--- src/rtl/dmem_arbiter.sv ---
// dmem_arbiter
//   Shares the single-port data memory (syncram, registered q) between the
//   processor load/store path (port P) and the debug/loader path (port D).
//   Each access runs through fixed GRANT, CAPTURE and DONE cycles, so the
//   latency from request to done is always 3 cycles. Simultaneous requests
//   are resolved round-robin, and P wins the first tie after reset.
//
// Ports
//   clk_i, rst_ni            clock, asynchronous active-low reset
//   {p,d}_req_i              request, held until the matching done pulse
//   {p,d}_we_i               1 = write, 0 = read
//   {p,d}_addr_i/_wdata_i    word address / write data, stable with req
//   {p,d}_gnt_o              one-cycle pulse: request accepted
//   {p,d}_done_o             one-cycle pulse: access complete
//   {p,d}_rdata_o            read data, held until that port's next read
//   mem_address_o/_data_o    to dmem address/data, held between accesses
//   mem_wren_o               to dmem wren, high only in GRANT for writes
//   mem_q_i                  from dmem q, valid in CAPTURE
//   busy_o                   high whenever the sequencer is not idle
//
// state     | meaning
// ----------+-----------------------------------------------------------
// S_IDLE    | waiting for a request; arbitrate and latch the winner
// S_GRANT   | gnt pulse; dmem samples address/data/wren at cycle end
// S_CAPTURE | mem_q valid; a read stores it into the owner's rdata
// S_DONE    | done pulse to the owner; requests are ignored
module dmem_arbiter #(
   parameter int ADDR_W = 12,
   parameter int DATA_W = 32
) (
   input  logic              clk_i,
   input  logic              rst_ni,
   input  logic              p_req_i,
   input  logic              p_we_i,
   input  logic [ADDR_W-1:0] p_addr_i,
   input  logic [DATA_W-1:0] p_wdata_i,
   input  logic              d_req_i,
   input  logic              d_we_i,
   input  logic [ADDR_W-1:0] d_addr_i,
   input  logic [DATA_W-1:0] d_wdata_i,
   output logic              p_gnt_o,
   output logic              d_gnt_o,
   output logic              p_done_o,
   output logic              d_done_o,
   output logic [DATA_W-1:0] p_rdata_o,
   output logic [DATA_W-1:0] d_rdata_o,
   output logic [ADDR_W-1:0] mem_address_o,
   output logic [DATA_W-1:0] mem_data_o,
   output logic              mem_wren_o,
   input  logic [DATA_W-1:0] mem_q_i,
   output logic              busy_o
);

   typedef enum logic [1:0] {
      S_IDLE    = 2'd0,
      S_GRANT   = 2'd1,
      S_CAPTURE = 2'd2,
      S_DONE    = 2'd3
   } state_t;

   state_t            state_q;
   logic              last_q;    // 1 = D won the most recent grant
   logic              owner_q;   // 1 = D owns the access in flight
   logic              we_q;
   logic [ADDR_W-1:0] addr_q;
   logic [DATA_W-1:0] data_q;
   logic              wren_q;
   logic              p_gnt_q, d_gnt_q, p_done_q, d_done_q, busy_q;
   logic [DATA_W-1:0] p_rdata_q, d_rdata_q;
   logic              winner;    // 1 = D

   // A lone requester wins; on a tie the port that did not win last time wins.
   always_comb begin
      winner = d_req_i;
      if (p_req_i && d_req_i) begin
         winner = ~last_q;
      end
   end

   always_ff @(posedge clk_i or negedge rst_ni) begin
      if (!rst_ni) begin
         state_q   <= S_IDLE;
         last_q    <= 1'b1;
         owner_q   <= 1'b0;
         we_q      <= 1'b0;
         addr_q    <= '0;
         data_q    <= '0;
         wren_q    <= 1'b0;
         p_gnt_q   <= 1'b0;
         d_gnt_q   <= 1'b0;
         p_done_q  <= 1'b0;
         d_done_q  <= 1'b0;
         busy_q    <= 1'b0;
         p_rdata_q <= '0;
         d_rdata_q <= '0;
      end else begin
         // pulses default low; each is set for exactly one cycle below
         p_gnt_q  <= 1'b0;
         d_gnt_q  <= 1'b0;
         p_done_q <= 1'b0;
         d_done_q <= 1'b0;
         wren_q   <= 1'b0;
         case (state_q)
            S_IDLE: begin
               if (p_req_i || d_req_i) begin
                  owner_q <= winner;
                  last_q  <= winner;
                  addr_q  <= winner ? d_addr_i  : p_addr_i;
                  data_q  <= winner ? d_wdata_i : p_wdata_i;
                  we_q    <= winner ? d_we_i    : p_we_i;
                  // wren is registered here so it is high during GRANT only
                  wren_q  <= winner ? d_we_i    : p_we_i;
                  p_gnt_q <= ~winner;
                  d_gnt_q <= winner;
                  busy_q  <= 1'b1;
                  state_q <= S_GRANT;
               end
            end
            S_GRANT: begin
               state_q <= S_CAPTURE;
            end
            S_CAPTURE: begin
               if (!we_q) begin
                  if (owner_q) begin
                     d_rdata_q <= mem_q_i;
                  end else begin
                     p_rdata_q <= mem_q_i;
                  end
               end
               p_done_q <= ~owner_q;
               d_done_q <= owner_q;
               state_q  <= S_DONE;
            end
            S_DONE: begin
               busy_q  <= 1'b0;
               state_q <= S_IDLE;
            end
            default: begin
               busy_q  <= 1'b0;
               state_q <= S_IDLE;
            end
         endcase
      end
   end

   assign p_gnt_o       = p_gnt_q;
   assign d_gnt_o       = d_gnt_q;
   assign p_done_o      = p_done_q;
   assign d_done_o      = d_done_q;
   assign p_rdata_o     = p_rdata_q;
   assign d_rdata_o     = d_rdata_q;
   assign mem_address_o = addr_q;
   assign mem_data_o    = data_q;
   assign mem_wren_o    = wren_q;
   assign busy_o        = busy_q;

endmodule

--- config.mk ---
export PLATFORM = sky130hd
export DESIGN_NAME = dmem_arbiter
export DESIGN_NICKNAME = d
export VERILOG_FILES = /design/src/rtl/dmem_arbiter.sv
export SDC_FILE = /design/constraint.sdc
export NUM_CORES = 1
export LEC_CHECK = 0
export CAP_MARGIN = 20
export CORE_ASPECT_RATIO = 1.25
export CORE_MARGIN = 1.5
export CORE_UTILIZATION = 44
export DETAILED_ROUTE_END_ITERATION = 10
export MAX_ROUTING_LAYER = met4
export PLACE_DENSITY = 0.86
export SKIP_LAST_GASP = 1
export SYNTH_ARGS = -nofsm -noshare
export SYNTH_HDL_FRONTEND = slang
export SYNTH_SLANG_ARGS = --single-unit
--- constraint.sdc ---
create_clock -name clk_i -period 2.45 [get_ports clk_i]
set_input_delay 0.49 -clock clk_i [delete_from_list [all_inputs] [get_ports clk_i]]
set_output_delay 0.49 -clock clk_i [all_outputs]
set_load 0.005 [all_outputs]
==> flow_summary.yaml, run 1 <==
route:
  vias: 4056
  dr.first_iter.drc_count: 165
  drt-total-wl_mm: 13.84
  vias_per_cell: 5.261
  final_antenna_net_count: 0
  wl_per_cell_um: 17.96
  drc: 0
  firstDrtPassIters: 4
yosys:
  synth-simple-area-share_pct: 7.773
  ys_seq_area_share_pct: 61.29
  syn_inst: 384
  yosys-top-cells-area: "dfrtp_1, mux2_2, a21oi_1"
  yosys_warnings: 0
  yosys.cell_types.count: 30
  synth_nets: 513
  synth_compound_area_share_pct: 11.15
  synth_edf_count: 0
  synth_top_family_by_area: "multiplexers"
  synthAdderAreaFrac_pct: 0.7722
  synthTopCellsByCount: "dfrtp_1, mux2_2, a21oi_1, nand2_1, nor2_1"
  avgSynthCellArea_um2: 12.66
  synthXorXnorAreaFrac_pct: 0
  synth.most_common_cell: "dfrtp_1"
  postSynth.asyncResetShare_pct: 100.0
  ys.flop_type: "dfrtp_1"
  synth_top_area_share_pct: 60.75
  yosysTopAreaCell: "dfrtp_1"
  syn_area_um2: 4861
  yosys-mux-area-fraction_pct: 14.83
  synth-seq-cells: 119
critical_path:
  worstPathArrival_ns: 1.32
  crit_path_cell_trace: "clkdlybuf4s50_1"
  cp.depth: 1
  critPathMaxFanout: 2
  cp_top_family: "buffers and inverters"
  r2r.worst_path.cells: 6
  crit_type: "register to primary output"
  slowest_stage: "clkdlybuf4s50_1"
  critPathMaxStageDelay_ns: 0.55
  r2r-start: "state_q[0]"
  required_ns: 1.96
  crit_path_start: "p_rdata_o[9]"
  crit_path_start_kind: "register"
  endpoint_kind: "primary output"
  path_buf_inv: 1
placed_design:
  place_congestion: 0.7927
  place_area_um2: 7370
  portBuffers: 239
  dp_cells: 739
  pre_cts_slack_ns: 0.2815
  dp_hpwl_mm: 9.811
grt:
  overflow: 0
  grt_pass1_vias: 4361
  grt_max_degree: 54
  use_met1_pct: 28.70
  antenna_found_initial: 0
  grt_pass1_wl_mm: 22.34
  use_met3_pct: 6.647
  grt_use_total_pct: 25.03
  globalRouteMet2Util_pct: 41.48
  top_usage_layer: "met2"
power_and_ir_drop:
  power.internal_w: 0.007289
  peakVddDrop_v: 0.0006568
  total_leakage_power_nw: 3.425
  swShare_pct: 29.54
  combPwrFrac_pct: 42.1
  powerDensity_nw_per_um2: 1300
  power_frac_seq_pct: 34.3
  switchingPower_w: 0.003056
  clockPowerShare_pct: 23.6
timing:
  fin_crit_sh_pct: 73.91
  clock.fmax_mhz: 552.3
  tns_ns: 0
  rsz0062_at_grt: "false"
  fin_ws_ns: 0.6392
  worst_pin_slew_ns: 0.6899
  relSlewSlack_pct: 54.00
  final-max-slew-violation-count: 0
  clock_skew_ns: 0.01140
  finalSetupViolCount: 0
  worst_hold_slack_ns: 0.1260
  hold_viol: 0
  fin_crit_ns: 1.811
floorplanning:
  die_y_um: 120.5
  die_area_um2: 11690
  fp.dieW_um: 97.01
  num_rows: 42
  pin_count: 240
  initial_utilization_pct: 45.57
  placeableCoreArea_um2: 10670
cells_and_area:
  diodes: 0
  synthToLayoutAreaGrowth_pct: 63.71
  final_cells: 771
  num-fill-cells: 707
  drive_gt1_share_pct: 17.68
  postLayoutCellArea_um2: 7958
  nNetsFinal: 755
cts:
  cts.clk_slew.worst_paths_ns: 0.06
  clock-sinks: 119
  cts_hold_buffers: 0
  h-tree-depth: 4
  cts_setup_buffers: 0
  clockRootBuffer: "clkbuf_16"
  numCtsBuffers: 17
  cts_tree: "done"
  post_cts_resized: 0
  clockBufferDepth: 2
  clk_latency_ns: 0.40
min_path:
  hold_path_class: "input port to asynchronous set/reset pin"
outcome:
  status: "finished clean"
job:
  drv_cap: 0
## flip-flops by register name, summed over array words and instances, names as in the netlist, 2 cells and up
register       count
mem_data_o        32
p_rdata_o         32
mem_address_o     12
d_rdata_o         32
state_q            2
## worst paths after layout
| check | end | slack, ns |
|---|---|---|
| min in group clk_i | p_done_o | 0.46 |
| min reg2reg | p_done_o | 0.46 |
| max reg2reg | p_rdata_o[17] | 0.64 |
| max | p_rdata_o[9] | 0.64 |
| max in group asynchronous | d_rdata_o[23] | 1.65 |
| min | d_rdata_o[21] | 0.13 |
## cell usage in the layout (no fill, tap or decap), types with 2 or more instances in the layout
cell type        Yosys  final
clkdlybuf4s50_1      0    238
buf_4                1     10
a21oi_1             57     57
and3_1              18     18
mux2_2              61     61
mux2_1               3      3
clkinv_4             0      2
ha_1                 3      3
clkbuf_16            0     17
a21o_1               2      2
inv_1                3      3
clkinv_2             0      3
nor2_1              28     28
dfrtp_1            118    118
clkinvlp_4           0      4
nand2_1             30     30
and2_1               2      2
a221o_1             18     18
inv_6                0      3
bufinv_16            0      2
buf_12               0      3
## power groups by stage
stage / Clock (W) / Combinational, W / Sequential (W)
finish: 0.00244 / 0.00436 / 0.00354
global route: 0.00257 / 0.00470 / 0.00367
CTS: 0.00248 / 0.00441 / 0.00355
detailed placement: 0 / 0.00439 / 0.00354
global placement: 0 / 0.00423 / 0.00349
floorplan: 0 / 0.00176 / 0.00356
## layout make-up
type	instances	area, µm²	share of cell area, %
tap	132	165.2	2.075
sequential	119	2979	37.44
multi-input combinational	234	1697	21.32
clock buffer	18	439.2	5.519
inverter	3	11.26	0.1415
timing repair buffer	251	2517	31.64
clock inverter	14	148.9	1.871
## worst register-to-register path: stages, from the launching register on
cell	delay, ns
dfrtp_1	0.41
inv_1	0.10
ha_1	0.22
nor2b_2	0.18
nor2b_4	0.17
buf_12	0.21
mux2_2	0.39
## through the flow
stage	power [W]	utilization, %
floorplan	0.005316	-
global placement	0.007712	69.08
detailed placement	0.007934	69.08
CTS	0.01044	74.60
global route	0.01094	74.60
finish	0.01034	74.60
## metal layers
metal  part of all wire, %  vias to the layer above
met2                    51                      208
met4                   3.4                        0
met3                   6.3                       40
li1                      -                     1837
met5                     0                        -
met1                    39                     1971
## logic make-up (layout without fill, tap and decap cells)
kind of cell,count (synthesis),count (layout)
flops,119,119
fa+ha+maj,3,3
simple gates,83,83
buf+inv,31,286
compound gates,84,84
mux,64,64
Note: power is estimated with default switching activity, not from simulation.
==> run 2, diff against run 1 <==
CORE_UTILIZATION = 40   (was 44)
PLACE_DENSITY = 0.8   (was 0.86)
clock period = 1.7 ns   (was 2.45 ns; I/O delays follow)
==> run 2 against run 1 <==
The run now ends with negative setup slack left. Sequential power grew 44%. Global-route usage is 2.1 points lower. Non-clock buffer count up 18. First-iteration DRC count shrank 29%. Sequential share of layout area down 1.9 points. Cell area rose by 5.3%. Combinational power is 61% higher. Flip-flop and latch count is the same. Clock-buffer cell count rose by 1. Worst hold slack better by 0.27 ns. Core utilization shrank 3.1 points. Critical path depth is 5 higher. Critical endpoint is now p_rdata_o[11]. Largest power group unchanged.
==> flow_summary.yaml, run 2 (synthesized netlist as in run 1, its figures left out) <==
outcome:
  status: "finished, violations left"
  failed_checks: "negative setup slack"
cts:
  clock-sinks: 119
  clockBufferDepth: 2
  cts_tree: "done"
  h-tree-depth: 4
  clockRootBuffer: "clkbuf_16"
  clk_latency_ns: 0.41
  numCtsBuffers: 17
  cts.clk_slew.worst_paths_ns: 0.06
route:
  drt-total-wl_mm: 14.40
  drc: 0
  firstDrtPassIters: 4
  wl_per_cell_um: 17.60
  vias_per_cell: 5.046
  final_antenna_net_count: 0
  dr.first_iter.drc_count: 117
  vias: 4128
timing:
  relSlewSlack_pct: 64.84
  worst_hold_slack_ns: 0.3997
  tns_ns: -0.1367
  fin_ws_ns: -0.03106
  clock.fmax_mhz: 577.7
  final-max-slew-violation-count: 0
  worst_pin_slew_ns: 0.5274
  finalSetupViolCount: 10
  clock_skew_ns: 0.01043
  fin_crit_sh_pct: 101.8
  hold_viol: 0
  rsz0062_at_grt: "true"
  fin_crit_ns: 1.731
grt:
  overflow: 0
  antenna_found_initial: 0
  grt_pass1_wl_mm: 21.95
  grt_pass1_vias: 4399
  grt_use_total_pct: 22.96
  grt_max_degree: 38
placed_design:
  pre_cts_slack_ns: -0.2630
  dp_hpwl_mm: 10.02
  portBuffers: 239
  dp_cells: 777
  place_congestion: 0.7773
min_path:
  hold_path_class: "input port to asynchronous set/reset pin"
floorplanning:
  pin_count: 240
  placeableCoreArea_um2: 11730
  num_rows: 44
  initial_utilization_pct: 41.45
  fp.dieW_um: 101.6
  die_area_um2: 12830
  die_y_um: 126.3
job:
  drv_cap: 0
cells_and_area:
  diodes: 0
  nNetsFinal: 773
  drive_gt1_share_pct: 20.09
  mostFrequentLayoutCells: "clkdlybuf4s50_1, dfrtp_1, a21oi_1"
  final_cells: 818
  synthToLayoutAreaGrowth_pct: 72.36
  final_common_cell: "clkdlybuf4s50_1"
power_and_ir_drop:
  total_leakage_power_nw: 3.663
  powerDensity_nw_per_um2: 1871
  peakVddDrop_v: 0.0008782
critical_path:
  worstPathArrival_ns: 2.01
  crit_path_start_kind: "register"
  critPathMaxFanout: 10
  crit_type: "register to register"
  endpoint_kind: "register"
  required_ns: 1.98
## run 2: changes by cell type in the layout (fill, tap and decap cells not counted), moves of 3 or more
cell	change
buf_12	+6
clkdlybuf4s50_1	-3
mux2_4	+22
buf_4	+7
mux2_2	-22
## run 2: cell type report
cell class / instances / area [µm²]
inverter: 3 / 11.26
sequential: 119 / 2979
tap: 161 / 201.4
clock inverter: 13 / 146.4
clock buffer: 19 / 442.9
timing repair buffer: 269 / 2798
multi-input combinational: 234 / 1799
fill: 835 / 3348
## run 2: metal layers
metal  share of wire (%)  vias up  track usage [%]
li1                    -     1878                -
met1                  39     2043            25.27
met2                  52      185            38.78
met3                 6.6       22            6.604
met4                 1.9        0            8.905
met5                   0        -                -
## run 2: path summary, 6_finish.rpt
kind	start	end	slack, ns	cells after the start
max	state_q[0]	p_rdata_o[11]	-0.03	6
min	rst_ni	d_rdata_o[27]	0.40	2
max reg2reg	state_q[0]	p_rdata_o[11]	-0.03	6
min reg2reg	owner_q	p_done_o	0.49	1
max in group asynchronous	rst_ni	mem_address_o[1]	0.75	3
min in group clk_i	p_wdata_i[15]	mem_data_o[15]	0.47	3
## run 2: critical path, cell delays in order, from the launching register on
cell	delay, ns
dfrtp_1	0.39
inv_2	0.09
ha_4	0.14
nor2b_4	0.14
nor2b_4	0.20
bufbuf_16	0.31
mux2_2	0.34
## run 2: timing repair
action / 4_1_cts / 5_1_grt
endpoints found under the setup margin: 21 / 55
endpoints found under the hold margin: 23 / 0
cloned: 1 / 2
hold buffers: 1 / 0
setup buffers: 3 / 2
resized for setup: 5 / 26
## run 2: through the flow
step | total power, W | cell area, µm² | utilization (%)
after floorplan | 0.007661 | 4861 | -
after global placement | 0.01136 | 7536 | 64.27
after detailed placement | 0.01161 | 7536 | 64.27
after CTS | 0.01542 | 8219 | 70.09
after global routing | 0.01656 | 8378 | 71.45
final | 0.01567 | 8378 | 71.45
## run 2: report_power, final
| part | switching, W | leakage (nW) | internal (W) |
|---|---|---|---|
| sequential | 0.000818 | 1.40 | 0.00429 |
| combinational | 0.00244 | 1.98 | 0.00461 |
| clock | 0.00131 | 0.284 | 0.00221 |
==> run 3, diff against run 2 <==
MAX_ROUTING_LAYER = unset   (was met4)
==> run 3 against run 2 <==
The run still ends with negative setup slack left. Combinational power hardly changed. Register-to-register slack hardly changed. Cell area stayed put.
==> flow_summary.yaml, run 3 (synthesized netlist as in run 1, its figures left out) <==
outcome:
  status: "finished, violations left"
  failed_checks: "negative setup slack"
critical_path:
  r2r.worst_path.cells: 6
  r2r_end: "p_rdata_o[11]"
  crit_path_start_kind: "register"
  crit_type: "register to register"
  endpoint_kind: "register"
  worstPathArrival_ns: 2.02
  critPathMaxFanout: 10
  crit_path_start: "state_q[0]"
  rrSetupSlack_ns: -0.03
  required_ns: 1.98
  r2r-start: "state_q[0]"
cts:
  cts.clk_slew.worst_paths_ns: 0.06
  clk_latency_ns: 0.41
  clock-sinks: 119
  clockRootBuffer: "clkbuf_16"
  clockBufferDepth: 2
  numCtsBuffers: 17
  h-tree-depth: 4
  cts_tree: "done"
timing:
  hold_viol: 0
  worst_pin_slew_ns: 0.5218
  rsz0062_at_grt: "true"
  relSlewSlack_pct: 65.21
  tns_ns: -0.1388
  fin_ws_ns: -0.03219
  clock_skew_ns: 0.01104
  worst_hold_slack_ns: 0.4019
  finalSetupViolCount: 10
  clock.fmax_mhz: 577.3
  fin_crit_ns: 1.732
  fin_crit_sh_pct: 101.9
  final-max-slew-violation-count: 0
cells_and_area:
  nNetsFinal: 773
  final_common_cell: "clkdlybuf4s50_1"
  synthToLayoutAreaGrowth_pct: 72.36
  mostFrequentLayoutCells: "clkdlybuf4s50_1, dfrtp_1, a21oi_1"
  diodes: 0
  drive_gt1_share_pct: 20.09
floorplanning:
  pin_count: 240
  num_rows: 44
  placeableCoreArea_um2: 11730
  die_y_um: 126.3
  fp.dieW_um: 101.6
  initial_utilization_pct: 41.45
  die_area_um2: 12830
job:
  drv_cap: 0
grt:
  grt_max_degree: 38
  antenna_found_initial: 0
  grt_pass1_vias: 4404
  overflow: 0
  grt_use_total_pct: 22.27
  grt_pass1_wl_mm: 21.93
power_and_ir_drop:
  power_frac_seq_pct: 32.6
  p_total_w: 0.01568
  total_leakage_power_nw: 3.663
  powerDensity_nw_per_um2: 1871
  clockPowerShare_pct: 22.5
  swShare_pct: 29.18
  combPwrFrac_pct: 44.9
  peakVddDrop_v: 0.0008760
  power.internal_w: 0.01110
  switchingPower_w: 0.004574
route:
  vias: 4110
  vias_per_cell: 5.024
  firstDrtPassIters: 4
  dr.first_iter.drc_count: 104
  drt-total-wl_mm: 14.33
  drc: 0
  wl_per_cell_um: 17.52
  final_antenna_net_count: 0
min_path:
  hold_path_class: "input port to asynchronous set/reset pin"
placed_design:
  dp_hpwl_mm: 10.02
  place_congestion: 0.7670
  portBuffers: 239
[run 3: cell counts in the layout (fill, tap and decap cells not counted)]
Identical to the previous run, type by type.
[run 3: repair_timing]
| action | CTS | global route |
|---|---|---|
| endpoints found under the setup margin | 21 | 55 |
| endpoints found under the hold margin | 23 | 0 |
| gates resized for setup | 5 | 26 |
| hold buffers | 1 | 0 |
| setup buffers | 3 | 2 |
| gates cloned | 1 | 2 |
[run 3: layout make-up]
cell class / count / area [µm²]
inverter: 3 / 11.26
fill: 835 / 3348
clock buffer: 19 / 442.9
multi-input combinational: 234 / 1799
timing repair buffer: 269 / 2798
tap: 161 / 201.4
clock inverter: 13 / 146.4
sequential: 119 / 2979
[run 3: power groups by stage]
stage          clock (W)  sequential, W  combinational [W]
2_1_floorplan          0        0.00513            0.00254
4_1_cts          0.00360        0.00509            0.00673
5_1_grt          0.00374        0.00526            0.00757
6_report         0.00353        0.00511            0.00704
3_5_place_dp           0        0.00510            0.00651
3_3_place_gp           0        0.00503            0.00633
[run 3: metal layers]
layer / vias to the layer above / GRT usage [%] / wire, µm
met5: - / 0 / 0
met4: 0 / 8.660 / 312
met3: 28 / 7.658 / 1075
met2: 188 / 38.86 / 7472
met1: 2018 / 24.51 / 5470
li1: 1876 / - / -
[run 3: worst max-delay path by stage]
stage                      to  cells after the start
2_1_floorplan   p_rdata_o[10]                      7
3_3_place_gp   mem_data_o[13]                      5
3_5_place_dp   mem_data_o[22]                      5
4_1_cts         p_rdata_o[26]                      6
5_1_grt         p_rdata_o[11]                      6
6_report        p_rdata_o[11]                      6
[run 3: metrics by stage]
step	utilization, %	instances	instance area, µm²	setup slack [ns]
after floorplan	-	384	4861	0.07973
after global placement	64.27	777	7536	-0.1971
after detailed placement	64.27	777	7536	-0.2630
after CTS	70.09	814	8219	-0.01099
after global routing	71.45	818	8378	-0.07578
final	71.45	818	8378	-0.03219
[run 3: worst max-delay path, cell delays in order, from the launching register on]
cell,delay (ns)
dfrtp_1,0.39
inv_2,0.09
ha_4,0.14
nor2b_4,0.14
nor2b_4,0.20
bufbuf_16,0.31
mux2_2,0.34
